**src/rtl/accum_seq_pkg.sv**
```systemverilog
// Shared widths and FSM state encoding for the step-accumulator sequencer.
package accum_seq_pkg;

  localparam int unsigned ACC_W_DEF  = 16;
  localparam int unsigned STEP_W_DEF = 8;
  localparam int unsigned CNT_W_DEF  = 8;

  typedef enum logic [1:0] {
    IDLE   = 2'd0,
    RUN    = 2'd1,
    OUT_HI = 2'd2,
    OUT_LO = 2'd3
  } state_e;

endpackage

```
**src/rtl/accum_seq_ctrl_dp.sv**
```systemverilog
// Accumulator register: synchronous load-zero, enable-add of a zero-extended step, carry out.
module accum_dp
  import accum_seq_pkg::*;
#(
  parameter int unsigned ACC_W  = ACC_W_DEF,
  parameter int unsigned STEP_W = STEP_W_DEF
) (
  input  logic              clk,
  input  logic              rst_n,
  input  logic              clr,
  input  logic              en,
  input  logic [STEP_W-1:0] step,
  output logic [ACC_W-1:0]  acc,
  output logic              carry_c,
  output logic [7:0]        sum_hi_c
);

  localparam int unsigned SUM_W = ACC_W + 1;

  logic [SUM_W-1:0] ext_sum;

  assign ext_sum  = {1'b0, acc} + SUM_W'(step);
  assign carry_c  = ext_sum[ACC_W];
  assign sum_hi_c = ext_sum[ACC_W-1 -: 8];

  // clr has priority so an accept with clear never adds.
  always_ff @(posedge clk or negedge rst_n) begin
    if (!rst_n) begin
      acc <= '0;
    end else if (clr) begin
      acc <= '0;
    end else if (en) begin
      acc <= ext_sum[ACC_W-1:0];
    end
  end

endmodule

```
**src/rtl/accum_seq_ctrl.sv**
```systemverilog
// Command sequencer: runs cmd_count accumulate cycles, then returns the result MSB byte first.
module accum_seq_ctrl
  import accum_seq_pkg::*;
#(
  parameter int unsigned ACC_W  = ACC_W_DEF,
  parameter int unsigned STEP_W = STEP_W_DEF,
  parameter int unsigned CNT_W  = CNT_W_DEF
) (
  input  logic              clk,
  input  logic              rst_n,
  input  logic              cmd_valid,
  output logic              cmd_ready,
  input  logic [STEP_W-1:0] cmd_step,
  input  logic [CNT_W-1:0]  cmd_count,
  input  logic              cmd_clear,
  output logic              res_valid,
  input  logic              res_ready,
  output logic [7:0]        res_data,
  output logic              busy,
  output logic              ovf,
  output logic [7:0]        acc_hi
);

  localparam logic [1:0] ST_IDLE   = IDLE;
  localparam logic [1:0] ST_RUN    = RUN;
  localparam logic [1:0] ST_OUT_HI = OUT_HI;
  localparam logic [1:0] ST_OUT_LO = OUT_LO;

  logic [1:0]        state, state_d;
  logic [STEP_W-1:0] step_q, step_d;
  logic [CNT_W-1:0]  remaining, remaining_d;
  logic              ovf_d;
  logic [7:0]        res_data_d;
  logic              dp_clr, dp_en;
  logic [ACC_W-1:0]  acc;
  logic              carry_c;
  logic [7:0]        sum_hi_c;

  accum_dp #(
    .ACC_W  (ACC_W),
    .STEP_W (STEP_W)
  ) u_dp (
    .clk      (clk),
    .rst_n    (rst_n),
    .clr      (dp_clr),
    .en       (dp_en),
    .step     (step_q),
    .acc      (acc),
    .carry_c  (carry_c),
    .sum_hi_c (sum_hi_c)
  );

  assign acc_hi = acc[ACC_W-1 -: 8];

  // State, operands and all handshake outputs are registered from next-state values.
  always_ff @(posedge clk or negedge rst_n) begin
    if (!rst_n) begin
      state     <= ST_IDLE;
      step_q    <= '0;
      remaining <= '0;
      ovf       <= 1'b0;
      cmd_ready <= 1'b1;
      res_valid <= 1'b0;
      res_data  <= 8'h00;
      busy      <= 1'b0;
    end else begin
      state     <= state_d;
      step_q    <= step_d;
      remaining <= remaining_d;
      ovf       <= ovf_d;
      cmd_ready <= (state_d == ST_IDLE);
      res_valid <= (state_d == ST_OUT_HI) || (state_d == ST_OUT_LO);
      res_data  <= res_data_d;
      busy      <= (state_d != ST_IDLE);
    end
  end

  // Next-state, datapath control and the byte that will be presented next cycle.
  always_comb begin
    state_d     = state;
    step_d      = step_q;
    remaining_d = remaining;
    ovf_d       = ovf;
    res_data_d  = 8'h00;
    dp_clr      = 1'b0;
    dp_en       = 1'b0;
    case (state)
      ST_IDLE: begin
        if (cmd_valid) begin
          step_d      = cmd_step;
          remaining_d = cmd_count;
          ovf_d       = 1'b0;
          dp_clr      = cmd_clear;
          if (cmd_count != '0) begin
            state_d = ST_RUN;
          end else begin
            state_d    = ST_OUT_HI;
            res_data_d = cmd_clear ? 8'h00 : acc[ACC_W-1 -: 8];
          end
        end
      end
      ST_RUN: begin
        dp_en       = 1'b1;
        remaining_d = remaining - CNT_W'(1);
        if (carry_c) begin
          ovf_d = 1'b1;
        end
        if (remaining == CNT_W'(1)) begin
          state_d    = ST_OUT_HI;
          res_data_d = sum_hi_c;
        end
      end
      ST_OUT_HI: begin
        if (res_ready) begin
          state_d    = ST_OUT_LO;
          res_data_d = acc[7:0];
        end else begin
          res_data_d = acc[ACC_W-1 -: 8];
        end
      end
      ST_OUT_LO: begin
        if (res_ready) begin
          state_d = ST_IDLE;
        end else begin
          res_data_d = acc[7:0];
        end
      end
      default: begin
        state_d = ST_IDLE;
      end
    endcase
  end

endmodule

```
**config.mk**
```make
export PLATFORM = sky130hd
export DESIGN_NAME = accum_seq_ctrl
export DESIGN_NICKNAME = d
export VERILOG_FILES = /design/src/rtl/accum_seq_pkg.sv /design/src/rtl/accum_seq_ctrl_dp.sv /design/src/rtl/accum_seq_ctrl.sv
export SDC_FILE = /design/constraint.sdc
export NUM_CORES = 1
export LEC_CHECK = 0
export ABC_AREA = 1
export ABC_CLOCK_PERIOD_IN_PS = 2400
export CORE_MARGIN = 5
export CORE_UTILIZATION = 54
export CTS_BUF_LIST = sky130_fd_sc_hd__clkbuf_8
export DETAILED_ROUTE_END_ITERATION = 12
export PLACE_DENSITY = 0.84
export SYNTH_ARGS = -nofsm -noshare
export SYNTH_HDL_FRONTEND = slang
export SYNTH_HIERARCHICAL = 1
export SYNTH_SLANG_ARGS = --single-unit
```
**constraint.sdc**
```tcl
create_clock -name clk -period 2.4 [get_ports clk]
set_clock_uncertainty 0.1 [all_clocks]
set_input_delay 0.48 -clock clk [delete_from_list [all_inputs] [get_ports clk]]
set_output_delay 0.48 -clock clk [all_outputs]
set_load 0.02 [all_outputs]
```
# Yosys cells after proc, flatten, opt, wreduce, memory -nomap -nowiden
# Cells that the tools add are included.
[word_totals]
reg_bits = 46
inputBits = 21
output_inout_bits = 20
word_cells = 52
[op_classes]
add_sub_neg = 2
n_eq_ne = 8
mux = 23
reduce_logical = 10
[op_table]
columns = ["operator", "count"]
rows = [
  ["8-bit 2-to-1 mux", 7],
  ["16-bit 2-to-1 mux", 2],
  ["8-bit case mux with 4 select lines", 1],
  ["16-bit by 8-bit adder with 17-bit output", 1],
  ["8-bit case mux with 2 select lines", 1],
  ["2-bit 2-to-1 mux", 5],
  ["2-bit equality test (second input constant)", 4],
  ["8-bit by 1-bit equality test with 1-bit output (second input constant)", 1],
  ["2-bit case mux with 4 select lines", 1],
  ["8-bit nonzero test", 1],
  ["8-bit by 1-bit subtractor with 8-bit output (second input constant)", 1],
  ["2-bit nonzero test", 3],
  ["1-bit 2-to-1 mux", 5],
  ["2-bit zero test", 2],
  ["2-bit AND reduction", 2],
  ["3-bit AND reduction", 1],
  ["2-bit by 1-bit equality test with 1-bit output (second input constant)", 1],
  ["2-bit by 1-bit != test with 1-bit output (second input constant)", 1],
  ["2-bit != test (second input constant)", 1],
  ["1-bit case mux with 2 select lines", 1],
  ["1-bit logical OR", 1],
]

# Depth between registers and ports, before layout
[logic_depth]
depth_word = 6
depth_mapped = 13
depth_no_buf = 13

# By module
# The synthesis kept the hierarchy.
[by_module_without_submodules]
columns = ["mod", "instances", "cells_per_inst", "area_each_um2", "seq_area_each_um2"]
rows = [
  ["accum_seq_ctrl", 1, 216, 1631.6, 752.0],
  ["accum_dp", 1, 209, 1325.0, 400.4],
]

# Worst setup path before layout
# Ideal clock, no wire load.
[synth_path]
kind = "register to register"
start = "register u_dp.acc[0]"
end = "register res_data[4]"
setup_ns = 0.129
arrival_time_ns = 1.762
required_ns = 2.171
slack_ns = 0.409
stages_incl_launch_ff = 13
path_buffers = 0
period_less_slack_ns = 1.991
cell_sequence = "dfrtp_1 > ha_1 > inv_1 > fa_1 > inv_1 > nand3_1 > nand3_1 > nand2_1 > nand2_1 > nand3_1 > and2_1 > nand3_1 > nand3_1"
[synth_between]
elab_chain_len = 3
[synth_rtl]
columns = ["element", "line", "text"]
rows = [
  ["start: declaration", "accum_seq_ctrl_dp.sv:13", "output logic [ACC_W-1:0] acc,"],
  ["start signal: assignment", "accum_seq_ctrl_dp.sv:33", "acc <= ext_sum[ACC_W-1:0];"],
  ["16-bit by 8-bit adder with 17-bit output", "accum_seq_ctrl_dp.sv:22", "assign ext_sum = {1'b0, acc} + SUM_W'(step);"],
  ["named net sum_hi_c[4]", "accum_seq_ctrl.sv:37", "logic [7:0] sum_hi_c;"],
  ["8-bit 2-to-1 mux", "accum_seq_ctrl.sv:108", "if (remaining == CNT_W'(1)) begin"],
  ["8-bit case mux with 4 select lines", "accum_seq_ctrl.sv:87", "case (state)"],
  ["named net res_data_d[4]", "accum_seq_ctrl.sv:33", "logic [7:0] res_data_d;"],
  ["end signal: assignment", "accum_seq_ctrl.sv:73", "res_data <= res_data_d;"],
  ["end: declaration", "accum_seq_ctrl.sv:18", "output logic [7:0] res_data,"],
]
# The timed path passes the listed nets, and every way through them passes these cells.
# A chain may end at the register's enable or synchronous reset.

# Final worst setup path
[layout_path]
start = "input port cmd_clear"
end = "register u_dp.acc[1]"
[layout_between]
elab_chain_len = 3
elab_cells_between_ends = 4
classes_between = "3 x mux; 1 x reduce/logical"
[layout_rtl]
columns = ["element", "line", "text"]
rows = [
  ["start: declaration", "accum_seq_ctrl.sv:15", "input logic cmd_clear,"],
  ["1-bit 2-to-1 mux *", "accum_seq_ctrl.sv:89", "if (cmd_valid) begin"],
  ["1-bit 2-to-1 mux *", "accum_seq_ctrl.sv:87", ""],
  ["named net dp_clr", "accum_seq_ctrl.sv:34", "logic dp_clr, dp_en;"],
  ["16-bit 2-to-1 mux / 2-bit nonzero test (equally long branches)", "--", ""],
]
# The timed path passes the listed nets; every way through them passes the cells marked *.

==> results_dict.tcl <==
set metrics [dict create \
    cpMaxStageDelayCell "nor2_1" \
    vdd_drop_max_mv 0.7993 \
    clockBufferDepth 2 \
    power_leakage_nw 1.882 \
    stdcell_area_um2 3577 \
    p_clk_share_pct 12.6 \
    path_class "in -> reg" \
    area_growth_pct 20.99 \
    setup_ws_ns 0.2581 \
    synth_area_um2 2957 \
    grt_usage_pct 22.28 \
    syn-num-nets 457 \
    drtIter0Drc 187 \
    htree_levels 2 \
    start_kind "input port" \
    yosysWarnings 6 \
    hold_slack_ns 0.002574 \
    cts_tree "built" \
    cts-root-buf "clkbuf_8" \
    p_sw_w 0.002027 \
    crit_fanout 15 \
    wire_per_inst_um 13.88 \
    seq_power_share_pct 32.5 \
    routed_wl_um 7577 \
    routed_via_density 5.487 \
    layout-drive-gt1-share_pct 8.650 \
    cp_cell_sequence "clkdlybuf4s50_1, nand2_1, nor2_1, nor2_1, inv_1, o22ai_1" \
    die_y_um 84.00 \
    relSlewSlack_pct 21.39 \
    row_count 27 \
    critical_path_arrival_ns 2.27 \
    fmax_ghz 0.4669 \
    rsz0062_at_grt "no" \
    dp_hpwl_um 5712 \
    ys.flop_type "dfrtp_1" \
    ys_seq_area_share_pct 38.98 \
    drc 0 \
    crit_path_end_kind "flop" \
    routabilityCongestion 0.9325 \
    grt_pass1_wl_um 12940 \
    dieArea_um2 7055 \
    nets 505 \
    r2r_slack_ns 0.26 \
    slowest_delay_ns 0.89 \
    numCtsBuffers 5 \
    vias 2996 \
    reg2regPathDepth 6 \
    pin_count 41 \
    ant_nets 0 \
    worst_pin_slew_ns 1.175 \
    power_frac_comb_pct 54.9 \
    drt-pass1-iter-count 5 \
    synth.distinct_cells 33 \
    r2r_start "state[0]" \
    synth_edf_count 0 \
    max-cap-violations 0 \
    setup_viol 0 \
    required_ns 2.52 \
    pre_cts_slack_ns -0.02789 \
    hp-class "in -> async" \
    outcome "completed" \
    cts_hold_buffers 0 \
    postPlaceCellArea_um2 3457 \
    fin_crit_sh_pct 89.25 \
    die_x_um 84.00 \
    clkLatencyLatePin_ns 0.30 \
    syn_area_per_cell_um2 6.957 \
    p_int_w 0.002199 \
    drv_slew 0 \
    ys_seq_elements 46 \
    min_period_ns 2.142 \
    cpMostUsedCell "nor2_1" \
    finalHoldViolations 0 \
    grt_pass1_vias 2770 \
    antenna_cells 0 \
    powerDensity_nw_per_um2 1181 \
    antenna_found_initial 0 \
    grt_overflow_total 0 \
    netlist_instances 425 \
    grt_max_degree 20 \
    start_util_pct 54.70 \
    n_fill_cell 497 \
    io_buffers 40 \
    clk_pin_slew_ns 0.09 \
    async_reset_ff_share_pct 100.0 \
    switching_share_pct 47.97 \
    fin_tns_setup_ns 0 \
    core_um2 5405 \
    cts_sinks 46 \
    r2r_end "u_dp/acc[1]" \
]
==> routing by layer <==
layer,global-route usage [%],part of all wire [%],vias up
met2,36.08,46,120
met5,0,0,-
met1,29.97,45,1391
li1,-,-,1467
met3,3.949,6.0,18
met4,7.749,2.3,0
==> worst max-delay path, delay by kind of cell <==
kind / cells / cell delay, ns
buffers and inverters: 2 / 0.57
AND/OR/NAND/NOR: 3 / 1.02
AO/OA/AOI/OAI: 1 / 0.19
==> Yosys cell counts (2+ instances only) <==
| cell type | instances | area share (%) |
|---|---|---|
| inv_2 | 9 | 1.1 |
| a21oi_1 | 9 | 1.5 |
| and2_1 | 7 | 1.5 |
| o211ai_1 | 3 | 0.76 |
| nor2_1 | 29 | 3.7 |
| ha_1 | 10 | 4.2 |
| or2_1 | 2 | 0.42 |
| nor2_2 | 4 | 0.85 |
| buf_4 | 2 | 0.51 |
| a22o_1 | 2 | 0.59 |
| o22ai_1 | 3 | 0.63 |
| nor2_4 | 2 | 0.76 |
| buf_2 | 3 | 0.51 |
| a22oi_1 | 8 | 2.0 |
| o21ai_0 | 7 | 1.2 |
| nor3_1 | 2 | 0.34 |
| clkbuf_1 | 2 | 0.25 |
| nand3_1 | 49 | 8.3 |
| dfrtp_1 | 45 | 38 |
| inv_1 | 41 | 5.2 |
| nand2_2 | 3 | 0.63 |
| o21ai_1 | 4 | 0.68 |
| nand4_1 | 9 | 1.9 |
| nand2_1 | 158 | 20 |
| nand3b_1 | 4 | 1.0 |
==> metrics by stage <==
stage,std cells,power [W],utilization [%]
floorplan,425,0.002967,-
global placement,537,0.003566,63.96
detailed placement,537,0.003643,63.96
CTS,545,0.004186,65.90
global route,546,0.004613,66.18
finish,546,0.004226,66.18
==> worst max-delay path by stage <==
stage | start | end | cells past startpoint
detailed placement | cmd_clear | u_dp/acc[1] | 6
floorplan | u_dp/acc[0] | res_data[4] | 12
finish | cmd_clear | u_dp/acc[1] | 6
global placement | cmd_clear | u_dp/acc[1] | 6
CTS | u_dp/acc[0] | res_data[4] | 12
global route | u_dp/acc[0] | res_data[4] | 12
==> power groups by stage <==
stage                     logic, W  registers [W]  clock network (W)
after floorplan            0.00162        0.00135                  0
after global placement     0.00220        0.00137                  0
after detailed placement   0.00226        0.00138                  0
after CTS                  0.00227        0.00137           0.000544
after global routing       0.00263        0.00141           0.000579
final                      0.00232        0.00137           0.000532
==> cell type report <==
class,count,area [um2],area share (%)
Inverter,50,187.7,5.247
Timing Repair Buffer,48,455.4,12.73
Multi-Input combinational cell,322,1587,44.35
Clock buffer,7,96.34,2.693
Tap cell,72,90.09,2.518
Clock inverter,1,8.758,0.2448
Sequential cell,46,1152,32.21
==> layout by cell type, fill, tap and decap left out, types with 7 or more instances in the layout <==
master,n
nand2_1,157
nand3_1,49
dfrtp_1,45
inv_1,41
clkdlybuf4s50_1,39
nor2_1,29
inv_2,9
nand4_1,9
a21oi_1,9
ha_1,9
a22oi_1,8
buf_4,8
o21ai_0,7
clkbuf_8,7
and2_1,7
==> state kept, by name (all words and copies together), names as in the netlist <==
name and cells:
u_dp/acc 16, remaining 8, res_data 8, step_q 8, state 2, busy 1, cmd_ready 1, ovf 1
res_valid 1
==> repair_timing <==
action / 4_1_cts / 5_1_grt
setup buffers: 0 / 1
endpoints found under the setup margin: 0 / 2
endpoints found under the hold margin: 0 / 0
resized for setup: 0 / 3
==> logic make-up (layout without fill, tap and decap cells) <==
family                   after synthesis  count (layout)  synth area share [%]
adder cells (fa/ha/maj)               11              11                 4.909
flip-flops                            46              46                 38.98
AO/OA/AOI/OAI                         39              39                 8.210
AND/OR/NAND/NOR                      271             271                 39.99
buffers and inverters                 57             106                 7.617
XOR/XNOR                               1               1                0.2963
Power figures use the tool's default switching activity.
